==> config.mk <==
export PLATFORM = sky130hd
export DESIGN_NAME = pmp_csr_regfile
export DESIGN_NICKNAME = d
export VERILOG_FILES = /design/src/rtl/riscv.sv /design/src/rtl/pmp_csr_regfile.sv
export SDC_FILE = /design/constraint.sdc
export NUM_CORES = 1
export LEC_CHECK = 0
export BUFFER_PORTS_ARGS = -buffer_cell sky130_fd_sc_hd__buf_2
export CAP_MARGIN = 10
export CORE_AREA = 2 2 282 284
export DETAILED_ROUTE_END_ITERATION = 8
export DIE_AREA = 0 0 284 286
export PLACE_DENSITY = 0.33
export SKIP_LAST_GASP = 1
export SYNTH_ARGS = -nofsm -noshare
export SYNTH_HDL_FRONTEND = slang
export SYNTH_SLANG_ARGS = --single-unit
==> constraint.sdc <==
create_clock -name clk_i -period 4.6 [get_ports clk_i]
set_clock_uncertainty 0.15 [all_clocks]
set_input_delay 0.69 -clock clk_i [delete_from_list [all_inputs] [get_ports clk_i]]
set_output_delay 0.69 -clock clk_i [all_outputs]
set_load 0.02 [all_outputs]
==> src/rtl/riscv.sv <==
// riscv: privilege-level and PMP configuration types shared with the CSR unit and PMP checkers
package riscv;
    typedef enum logic [1:0] {
        PRIV_LVL_U = 2'b00,
        PRIV_LVL_S = 2'b01,
        PRIV_LVL_M = 2'b11
    } priv_lvl_t;
    typedef struct packed {
        logic       locked;
        logic [1:0] reserved;
        logic [1:0] addr_mode;
        logic [2:0] access_type;
    } pmpcfg_t;
endpackage

==> src/rtl/pmp_csr_regfile.sv <==
// pmp_csr_regfile: machine-mode pmpcfg/pmpaddr storage with WARL and lock rules, 1-cycle CSR responses
module pmp_csr_regfile #(
    parameter int XLEN       = 32,
    parameter int PMP_LEN    = 32,
    parameter int NR_ENTRIES = 4
) (
    input  logic                          clk_i,
    input  logic                          rst_i,
    input  logic                          csr_req_i,
    input  logic                          csr_we_i,
    input  logic [11:0]                   csr_addr_i,
    input  logic [XLEN-1:0]               csr_wdata_i,
    input  riscv::priv_lvl_t              priv_lvl_i,
    output logic                          csr_rvalid_o,
    output logic [XLEN-1:0]               csr_rdata_o,
    output logic                          csr_err_o,
    output logic [15:0][PMP_LEN-1:0]      conf_addr_o,
    output riscv::pmpcfg_t [15:0]         conf_o
);
    localparam int NB = XLEN / 8;
    localparam int KW = $clog2(NB);
    riscv::pmpcfg_t [15:0]    cfg_q, cfg_d;
    logic [15:0][PMP_LEN-1:0] addr_q, addr_d;
    logic                     rvalid_q, err_q;
    logic [XLEN-1:0]          rdata_q, rdata_d;
    logic                     is_cfg, is_addr, legal, wr;
    logic [3:0]               cfg_base, addr_idx;
    logic [7:0]               wb;
    assign cfg_base = {csr_addr_i[1:0], 2'b00};
    assign addr_idx = csr_addr_i[3:0];
    assign is_cfg   = (csr_addr_i & 12'hFFC) == 12'h3A0;
    assign is_addr  = csr_addr_i[11:4] == 8'h3B;
    assign legal    = priv_lvl_i == riscv::PRIV_LVL_M &&
                      (is_addr || (is_cfg && !(XLEN == 64 && csr_addr_i[0])));
    assign wr       = csr_req_i && csr_we_i && legal;
    // Lock checks look only at pre-write state, so a write may set its own lock bit
    always_comb begin
        cfg_d  = cfg_q;
        addr_d = addr_q;
        wb     = '0;
        for (int i = 0; i < NR_ENTRIES; i++) begin
            wb = csr_wdata_i[(i % NB) * 8 +: 8];
            if (wr && is_cfg && (4'(i) >> KW) == (cfg_base >> KW) && !cfg_q[i].locked && !(!wb[0] && wb[1]))
                cfg_d[i] = {wb[7], 2'b00, wb[4:0]};
            if (wr && is_addr && addr_idx == 4'(i) && !cfg_q[i].locked &&
                !(i < 15 && cfg_q[(i + 1) % 16].locked && cfg_q[(i + 1) % 16].addr_mode == 2'b01))
                addr_d[i] = csr_wdata_i[PMP_LEN-1:0];
        end
    end
    always_comb begin
        rdata_d = '0;
        if (is_cfg)
            for (int k = 0; k < NB; k++)
                rdata_d[k*8 +: 8] = cfg_q[cfg_base + 4'(k)];
        if (is_addr)
            rdata_d = XLEN'(addr_q[addr_idx]);
    end
    always_ff @(posedge clk_i) begin
        if (rst_i) begin
            cfg_q    <= '0;
            addr_q   <= '0;
            rvalid_q <= 1'b0;
            err_q    <= 1'b0;
            rdata_q  <= '0;
        end else begin
            cfg_q    <= cfg_d;
            addr_q   <= addr_d;
            rvalid_q <= csr_req_i;
            err_q    <= csr_req_i && !legal;
            rdata_q  <= (csr_req_i && !csr_we_i && legal) ? rdata_d : '0;
        end
    end
    assign csr_rvalid_o = rvalid_q;
    assign csr_err_o    = err_q;
    assign csr_rdata_o  = rdata_q;
    assign conf_o       = cfg_q;
    assign conf_addr_o  = addr_q;
endmodule

==> results.json, run 1 <==
{
  "synthesis.area_mm2": 0.0116,
  "cp_max_fo": 6,
  "worstPathRequired_ns": 4.79,
  "max_slew.worst_pin.slew_ns": 1.04,
  "yosysTopAreaCell": "dfxtp_1",
  "fp.dieH_um": 286,
  "port_buffers": 235,
  "synth_area_per_cell_um2": 9.80,
  "drt-initial-drc-count": 279,
  "antenna_found_initial": 6,
  "power.total_uw": 3720,
  "grt_overflow": 0,
  "crit_chain": "buf_4, or4_1, nor4_4, o2111ai_2, mux2i_1",
  "final_core_util_pct": 16.4,
  "drc": 0,
  "irDropWorstVdd_uv": 194,
  "synth_top_area_share_pct": 32.0,
  "max_stage_delay_ns": 0.64,
  "hold_path_depth": 2,
  "worst_setup_path_start_kind": "input pin",
  "vias_per_cell": 2.95,
  "synth_warnings": 0,
  "yosysSeqAreaShare_pct": 32.0,
  "endpoint_kind": "register",
  "ios": 724,
  "fin_crit_ns": 2.82,
  "timing.max_cap.violations": 0,
  "routed_wirelength_um": 40700,
  "r2r_end": "conf_addr_o[27]",
  "path_buf_inv": 1,
  "cts_buffer_depth": 2,
  "cts_htree_levels": 4,
  "layout-drive-gt1-share_pct": 22.9,
  "hp-class": "register to register",
  "clkLatencyLatePin_ns": 0.48,
  "clock_sinks": 186,
  "clock-root-buffer": "clkbuf_16",
  "cts_resized": 0,
  "routedWlPerCell_um": 16.5,
  "syn2layout_area_growth_pct": 10.6,
  "dp_worst_setup_slack_ns": 1.10,
  "initial_utilization_pct": 14.8,
  "grt_pass1_vias": 6525,
  "fmax_mhz": 354,
  "grt_max_degree": 104,
  "cts_made_buffers": 17,
  "synth_ff_type": "dfxtp_1",
  "final.setup.tns_ns": 0,
  "setup_viol": 0,
  "hp-start": "conf_addr_o[64]",
  "vias": 7293,
  "core_area_mm2": 0.0784,
  "antenna_left": 0,
  "slew_headroom_pct": 31.0,
  "die_area_mm2": 0.0812,
  "rsz0062_at_grt": "no",
  "power.leakage_uw": 0.00650,
  "r2r-start": "conf_o[15]",
  "clkTransAtPathRegs_ns": 0.08,
  "die_x_um": 284,
  "crit_arrival_ns": 3.01,
  "synthArstFlopShare_pct": 0,
  "hold_viol": 0,
  "cp_slowest_cell": "or4_1",
  "firstDrtPassIters": 4,
  "slew_violations": 0,
  "nNetsFinal": 1458,
  "cts_tree": "built",
  "row_count": 103,
  "hold-path-endpoint": "conf_addr_o[64]",
  "grt_util_all_layers_pct": 9.49,
  "reg2reg_depth": 4,
  "path_class": "input pin to register",
  "regToRegSetupSlack_ns": 2.54,
  "diodes": 0,
  "yosys-top-cells-area": "dfxtp_1, buf_4, mux2i_1, nand2b_1, mux4_2",
  "synthDistinctLibCells": 34,
  "fin_cells": 2471,
  "status": "complete, no violations",
  "power.density_mw_per_mm2": 289,
  "dp_cells": 2439,
  "synth_seq_cells": 186,
  "synth_cells": 1187,
  "grt_pass1_wl_um": 53700,
  "synth_edf_count": 0,
  "postCtsSetupBuffers": 0,
  "hold_buffers": 0,
  "critPathTopFamily": "simple AND/OR/NAND/NOR gates",
  "setup_ws_ns": 1.78,
  "post-route-period-util_pct": 61.3,
  "place.gp.congestion": 0.717,
  "hpwlAfterDp_um": 30400
}
[placed cells by master, fill, tap and decap left out, drive strengths merged, types with 2 or more instances in the layout]
master    count
o211ai        3
nand2         5
mux2i       148
buf         249
inv          15
nand4bb       2
nor3          2
o2111ai       6
bufinv        2
dfxtp       186
nor2         28
nor4          3
nand2b      180
clkinv        4
a22oi        24
o22ai         4
conb        488
nor2b        10
clkinvlp      2
mux4         32
clkbuf       18
[state kept, by name, summed over array words and instances, names as in the netlist]
signal / count
conf_addr_o: 128
conf_o: 24
csr_err_o: 1
csr_rdata_o: 32
csr_rvalid_o: 1
[per-stage QoR]
stage / hold slack [ns] / area (um2)
5_1_grt: 0.314 / 12900
6_report: 0.342 / 12900
3_3_place_gp: 0.327 / 12300
4_1_cts: 0.299 / 12900
3_5_place_dp: 0.334 / 12300
2_1_floorplan: 0.405 / 13500
[synthesized netlist by cell type (2+ instances only)]
| cell | count |
|---|---|
| nor2b_1 | 10 |
| nor2_1 | 28 |
| buf_1 | 5 |
| nor4_4 | 2 |
| o2111ai_1 | 2 |
| clkbuf_1 | 26 |
| o211ai_1 | 3 |
| buf_2 | 13 |
| a22oi_1 | 24 |
| mux2i_1 | 148 |
| mux4_2 | 32 |
| nand2_1 | 5 |
| dfxtp_1 | 186 |
| o2111ai_2 | 4 |
| inv_1 | 9 |
| nand2b_1 | 180 |
| buf_4 | 490 |
| o22ai_1 | 4 |
[where the power goes]
| group | total [uW] | leakage, uW | internal, uW | switching, uW |
|---|---|---|---|---|
| combinational | 511 | 0.00471 | 62.1 | 449 |
| clock | 1600 | 0.000291 | 827 | 768 |
| sequential | 1610 | 0.00150 | 1610 | 0.229 |
[routing by layer]
layer / up-vias / part of all wire, % / track usage, %
met5: - / 0.098 / 0
met4: 6 / 1.0 / 2.46
met3: 25 / 9.8 / 4.37
met2: 365 / 47 / 14.9
met1: 3528 / 42 / 11.7
li1: 3369 / - / -
[worst min-delay path, delay by kind of cell (launching register included)]
family        cells  cell delay (ns)
simple gates      1             0.07
mux               1             0.05
flops             1             0.33
[logic make-up after synthesis]
group,count (synthesis),synth area share [%]
buf+inv,543,33.5
simple gates,239,12.8
flops,186,32.0
mux,180,18.9
compound gates,38,2.71
other cells,1,0.0322
[worst max-delay path by stage]
stage	startpoint	endpoint	slack, ns	cells past startpoint
CTS	csr_addr_i[1]	conf_o[0]	1.64	5
floorplan	csr_addr_i[10]	conf_addr_o[87]	2.27	6
global route	csr_addr_i[1]	conf_o[0]	1.50	5
global placement	csr_addr_i[1]	conf_o[3]	1.08	5
detailed placement	csr_addr_i[1]	conf_o[4]	1.10	5
finish	csr_addr_i[1]	conf_o[4]	1.78	5
[area by class of cell]
type	count	area (um2)
multi-input combinational	945	5900
clock inverter	14	156
sequential	186	3720
tap	1050	1310
clock buffer	18	439
inverter	9	33.8
fill	8885	65500
timing repair buffer	249	1300
(Power assumes the default switching activity.)
==> inputs of run 2 (changes only) <==
Settings changed: ABC_AREA set to 1, CORE_AREA 2 2 282 284 to 2 2 281 283, DIE_AREA 0 0 284 286 to 0 0 283 285.
Clock period 4.6 ns to 2.6 ns, I/O delays scaled along.
==> results.json, run 2 <==
{
  "clkTransAtPathRegs_ns": 0.08,
  "hpwlAfterDp_um": 35100,
  "r2r_end": "conf_addr_o[32]",
  "synth_seq_cells": 186,
  "synth_top_area_share_pct": 32.5,
  "cts_buffer_depth": 2,
  "cts_htree_levels": 4,
  "hold_viol": 0,
  "timing.max_cap.violations": 0,
  "grt_overflow": 0,
  "max_stage_delay_ns": 0.38,
  "fmax_mhz": 499,
  "crit_chain": "inv_1, nor2_1, a21oi_1, nand3_1, nor2_4, buf_12, nor2_1, a211oi_1",
  "crit_top_cell": "nor2_1",
  "critPathTopFamily": "simple AND/OR/NAND/NOR gates",
  "grt_max_degree": 65,
  "slew_violations": 0,
  "grt_util_all_layers_pct": 10.5,
  "layout-drive-gt1-share_pct": 25.1,
  "ios": 724,
  "hold_path_depth": 3,
  "regToRegSetupSlack_ns": 0.59,
  "core_area_mm2": 0.0780,
  "n_fill_cell": 8950,
  "clock-root-buffer": "clkbuf_16",
  "routedWlPerCell_um": 16.7,
  "place_area_mm2": 0.0123,
  "worstPathRequired_ns": 2.85,
  "cp_slowest_cell": "dfxtp_1",
  "drt-initial-drc-count": 469,
  "slew_headroom_pct": 41.6,
  "synthArstFlopShare_pct": 0,
  "synth_cells": 1393,
  "antenna_left": 0,
  "synthDistinctLibCells": 26,
  "mostFrequentLayoutCell": "conb_1",
  "max_slew.worst_pin.slew_ns": 0.876,
  "endpoint_kind": "register",
  "final.setup.tns_ns": 0,
  "worst_setup_path_start_kind": "register",
  "dp_cells": 2651,
  "r2r-start": "conf_o[23]",
  "crit_arrival_ns": 2.25,
  "die_x_um": 283,
  "drc": 0,
  "status": "complete, no violations",
  "reg2reg_depth": 8,
  "setup_viol": 0,
  "die_area_mm2": 0.0807,
  "irDropWorstVdd_uv": 389,
  "yosysMostFrequentCell": "buf_4",
  "path_buf_inv": 2,
  "vias": 8643,
  "fin_crit_ns": 2.01,
  "synthesis.area_mm2": 0.0115,
  "synth_area_per_cell_um2": 8.28,
  "final_area_mm2": 0.0129,
  "clock_sinks": 186,
  "diodes": 0,
  "cts_made_buffers": 17,
  "post-route-period-util_pct": 77.1,
  "synth_warnings": 0,
  "cts_resized": 0,
  "postCtsSetupBuffers": 0,
  "largest_reg_flops": 128,
  "routed_wirelength_um": 44700,
  "multi_input_area_mm2": 0.00539,
  "initial_utilization_pct": 14.8,
  "vias_per_cell": 3.22,
  "row_count": 103,
  "seqCellArea_mm2": 0.00372,
  "fp.dieH_um": 285,
  "clkLatencyLatePin_ns": 0.49,
  "synth_edf_count": 0,
  "power.leakage_uw": 0.00589,
  "yosysTopAreaCell": "buf_4",
  "yosys-top-cells-count": "buf_4, dfxtp_1, nor2_1",
  "syn2layout_area_growth_pct": 11.5,
  "port_buffers": 235,
  "firstDrtPassIters": 5,
  "path_class": "register to register",
  "rsz0062_at_grt": "no",
  "cp_max_fo": 36,
  "power.total_uw": 6570,
  "place.gp.congestion": 0.712,
  "yosys-top-cells-area": "buf_4, dfxtp_1, a211oi_2, nor2_1, nand2_1",
  "synth_ff_type": "dfxtp_1",
  "grt_pass1_wl_um": 59700,
  "grt_pass1_vias": 7498,
  "final_cell_mix": "conb_1, buf_2, dfxtp_1",
  "hold_buffers": 0,
  "fin_cells": 2682,
  "power.density_mw_per_mm2": 511,
  "hp-start": "csr_wdata_i[15]",
  "nNetsFinal": 1670,
  "yosysSeqAreaShare_pct": 32.3,
  "hold-path-endpoint": "conf_o[15]",
  "antenna_found_initial": 5,
  "hp-class": "input pin to register",
  "cts_tree": "built"
}
-- run 2: cell count changes after synthesis, sizes merged, moves of 9 or more --
cell,delta
nand2b,-180
mux2i,-148
nor2,+138
nand2,+131
a211oi,+128
nand3,+57
a21oi,+55
inv,+45
mux4,-32
buf,+17
nand4,+16
nor2b,-10
a221oi,+9
-- run 2: cell type report --
class,instances,area share (%)
Clock buffer,19,3.44
Clock inverter,12,1.08
Inverter,54,1.58
Multi-Input combinational cell,1083,41.9
Sequential cell,186,29.0
Tap cell,1050,10.2
Timing Repair Buffer,278,12.8
-- run 2: report_power, final --
part	total, uW	switching (uW)	internal (uW)
logic	952	880	71.4
registers	2850	0.437	2850
clock network	2770	1320	1450
-- run 2: stage by stage --
| stage | utilization (%) | hold slack, ns | worst slack [ns] |
|---|---|---|---|
| 3_3_place_gp | 15.7 | 0.344 | 0.120 |
| 6_report | 16.5 | 0.0502 | 0.595 |
| 3_5_place_dp | 15.7 | 0.345 | 0.190 |
| 2_1_floorplan | - | 0.376 | 0.849 |
| 5_1_grt | 16.5 | 0.0228 | 0.364 |
| 4_1_cts | 16.5 | 0.00314 | 0.442 |
-- run 2: worst min-delay path: stages --
cell and delay (ns):
buf_2 0.12, nand3_1 0.07, a21oi_1 0.06
-- run 2: logic make-up (layout without fill, tap and decap cells) --
kind of cell           after synthesis  after routing  share of synthesized area (%)
flip-flops                         186            186                           32.3
AND/OR/NAND/NOR                    378            378                           14.1
AO/OA/AOI/OAI                      217            217                           16.6
other                                1            488                         0.0325
buffers and inverters              611            363                           37.0
-- run 2: per-layer routing --
metal  global-route usage, %  wire length [um]  vias up
met3                    4.41              4060       36
li1                        -                 -     4059
met2                    16.3             20400      434
met5                       0                20        -
met1                    13.5             19600     4110
met4                    2.59               557        4
-- run 2: how the worst max path moves through the flow --
| stage | startpoint | endpoint | slack (ns) | depth (start not counted) |
|---|---|---|---|---|
| floorplan | csr_addr_i[6] | conf_addr_o[73] | 0.85 | 7 |
| global placement | csr_addr_i[6] | csr_rdata_o[6] | 0.12 | 9 |
| detailed placement | csr_addr_i[6] | csr_rdata_o[6] | 0.19 | 9 |
| CTS | conf_o[31] | conf_addr_o[95] | 0.44 | 8 |
| global route | conf_o[31] | conf_addr_o[86] | 0.36 | 8 |
| finish | conf_o[23] | conf_addr_o[32] | 0.59 | 8 |
==> inputs of run 3 (changes only) <==
Settings changed: CORE_AREA 2 2 281 283 to 2 2 284 286, DIE_AREA 0 0 283 285 to 0 0 286 288, PLACE_DENSITY 0.33 to 0.34.
Clock period 2.6 ns to 1.65 ns, I/O delays scaled along.
==> results.json, run 3 (synthesized netlist as in run 2, its figures left out) <==
{
  "status": "finished, violations left",
  "violations": "negative setup slack",
  "initial_utilization_pct": 14.5,
  "die_area_mm2": 0.0824,
  "mostFrequentLayoutCell": "conb_1",
  "ios": 724,
  "cp_max_fo": 8,
  "nNetsFinal": 1790,
  "dp_cells": 2715,
  "setup_viol": 94,
  "post-route-period-util_pct": 109,
  "endpoint_kind": "register",
  "rsz0062_at_grt": "yes",
  "grt_util_all_layers_pct": 11.2,
  "clock-root-buffer": "clkbuf_16",
  "syn2layout_area_growth_pct": 29.1,
  "cts_buffer_depth": 2,
  "fin_crit_ns": 1.80,
  "fmax_mhz": 557,
  "cts_made_buffers": 17,
  "setup.worst_path.start": "conf_o[15]",
  "place_area_mm2": 0.0128,
  "crit_top_cell": "nor2_2",
  "place.gp.congestion": 0.735,
  "power.total_uw": 10600,
  "hold_viol": 0,
  "hpwlAfterDp_um": 35500,
  "max_stage_delay_ns": 0.34,
  "power.leakage_uw": 0.00677,
  "grt_pass1_vias": 8030,
  "cp_slowest_cell": "dfxtp_2",
  "hp-class": "input pin to register",
  "drc": 0,
  "largest_reg_flops": 128,
  "slew_violations": 0,
  "path_buf_inv": 4,
  "vias_per_cell": 3.29,
  "power.density_mw_per_mm2": 713,
  "grt_overflow": 0,
  "path_class": "register to register",
  "cts_tree": "built",
  "dp_worst_setup_slack_ns": -0.529,
  "slew_headroom_pct": 59.9,
  "port_buffers": 235,
  "row_count": 104,
  "timing.max_cap.violations": 0,
  "worst_setup_path_start_kind": "register",
  "max_slew.worst_pin.slew_ns": 0.602,
  "cts_htree_levels": 4,
  "clkLatencyLatePin_ns": 0.50,
  "critPathTopFamily": "buffers and inverters",
  "die_x_um": 286,
  "antenna_found_initial": 7,
  "worstPathRequired_ns": 1.90,
  "firstDrtPassIters": 6,
  "final_cell_mix": "conb_1, buf_2, dfxtp_1",
  "antenna_left": 0,
  "grt_pass1_wl_um": 64400,
  "vias": 9277,
  "setup_ws_ns": -0.145,
  "hp-start": "csr_wdata_i[16]",
  "fp.dieH_um": 288,
  "drt-initial-drc-count": 450,
  "grt_max_degree": 82,
  "clock_sinks": 186,
  "final.setup.tns_ns": -5.68,
  "final_area_mm2": 0.0149,
  "routedWlPerCell_um": 18.2,
  "routed_wirelength_um": 51100,
  "fin_cells": 2816,
  "crit_arrival_ns": 2.05,
  "irDropWorstVdd_uv": 716,
  "r2r-start": "conf_o[15]",
  "layout-drive-gt1-share_pct": 32.0,
  "clkTransAtPathRegs_ns": 0.09,
  "crit_chain": "inv_2, nor2_2, a21oi_2, buf_4, nand3_4, nor2_8, buf_12, clkbuf_16, nor2_2, a211oi_1",
  "core_area_mm2": 0.0796
}
-- run 3: routing by layer --
metal,wire [um],global-route usage [%],vias to the layer above
met5,13,0,-
li1,-,-,4322
met1,21600,13.8,4463
met4,654,3.09,2
met3,4840,4.94,35
met2,24100,17.5,455
-- run 3: area by class of cell --
| cell class | count | area [um2] |
|---|---|---|
| timing repair buffer | 398 | 3420 |
| antenna | 3 | 7.51 |
| sequential | 186 | 3730 |
| clock inverter | 15 | 194 |
| tap | 1060 | 1330 |
| fill | 9035 | 64700 |
| multi-input combinational | 1083 | 5580 |
| clock buffer | 17 | 425 |
| inverter | 54 | 205 |
-- run 3: worst reg2reg max path, stage by stage (launching register included) --
cell and delay [ns]:
dfxtp_2 0.34, inv_2 0.06, nor2_2 0.03, a21oi_2 0.16
buf_4 0.15, nand3_4 0.09, nor2_8 0.13, buf_12 0.16
clkbuf_16 0.17, nor2_2 0.04, a211oi_1 0.22
-- run 3: path summary, 6_finish.rpt --
| kind | cells after the start | slack [ns] | end |
|---|---|---|---|
| worst max-delay path | 10 | -0.15 | conf_addr_o[28] |
| worst min-delay path | 4 | 0.04 | conf_addr_o[48] |
| worst max register to register | 10 | -0.15 | conf_addr_o[28] |
| worst min register to register | 2 | 0.36 | csr_rdata_o[26] |
-- run 3: stage by stage --
step | util (%) | hold WS, ns
6_report | 18.7 | 0.0371
5_1_grt | 18.7 | 0.0121
4_1_cts | 18.0 | 0.00124
3_5_place_dp | 16.1 | 0.345
3_3_place_gp | 16.1 | 0.316
2_1_floorplan | - | 0.234
-- run 3: repair_timing --
item / CTS / global route
setup buffers: 15 / 9
cloned: 14 / 15
endpoints found under the hold margin: 45 / 0
hold buffers: 15 / 0
pin swaps: 8 / 19
setup endpoints to repair: 100 / 122
resized for setup: 53 / 49
-- run 3: power by group --
group          switching, uW  leakage (uW)  internal [uW]
clock                   2340      0.000298           2190
sequential              2.19       0.00150           4480
combinational           1400       0.00497            190
total                   3750       0.00677           6870
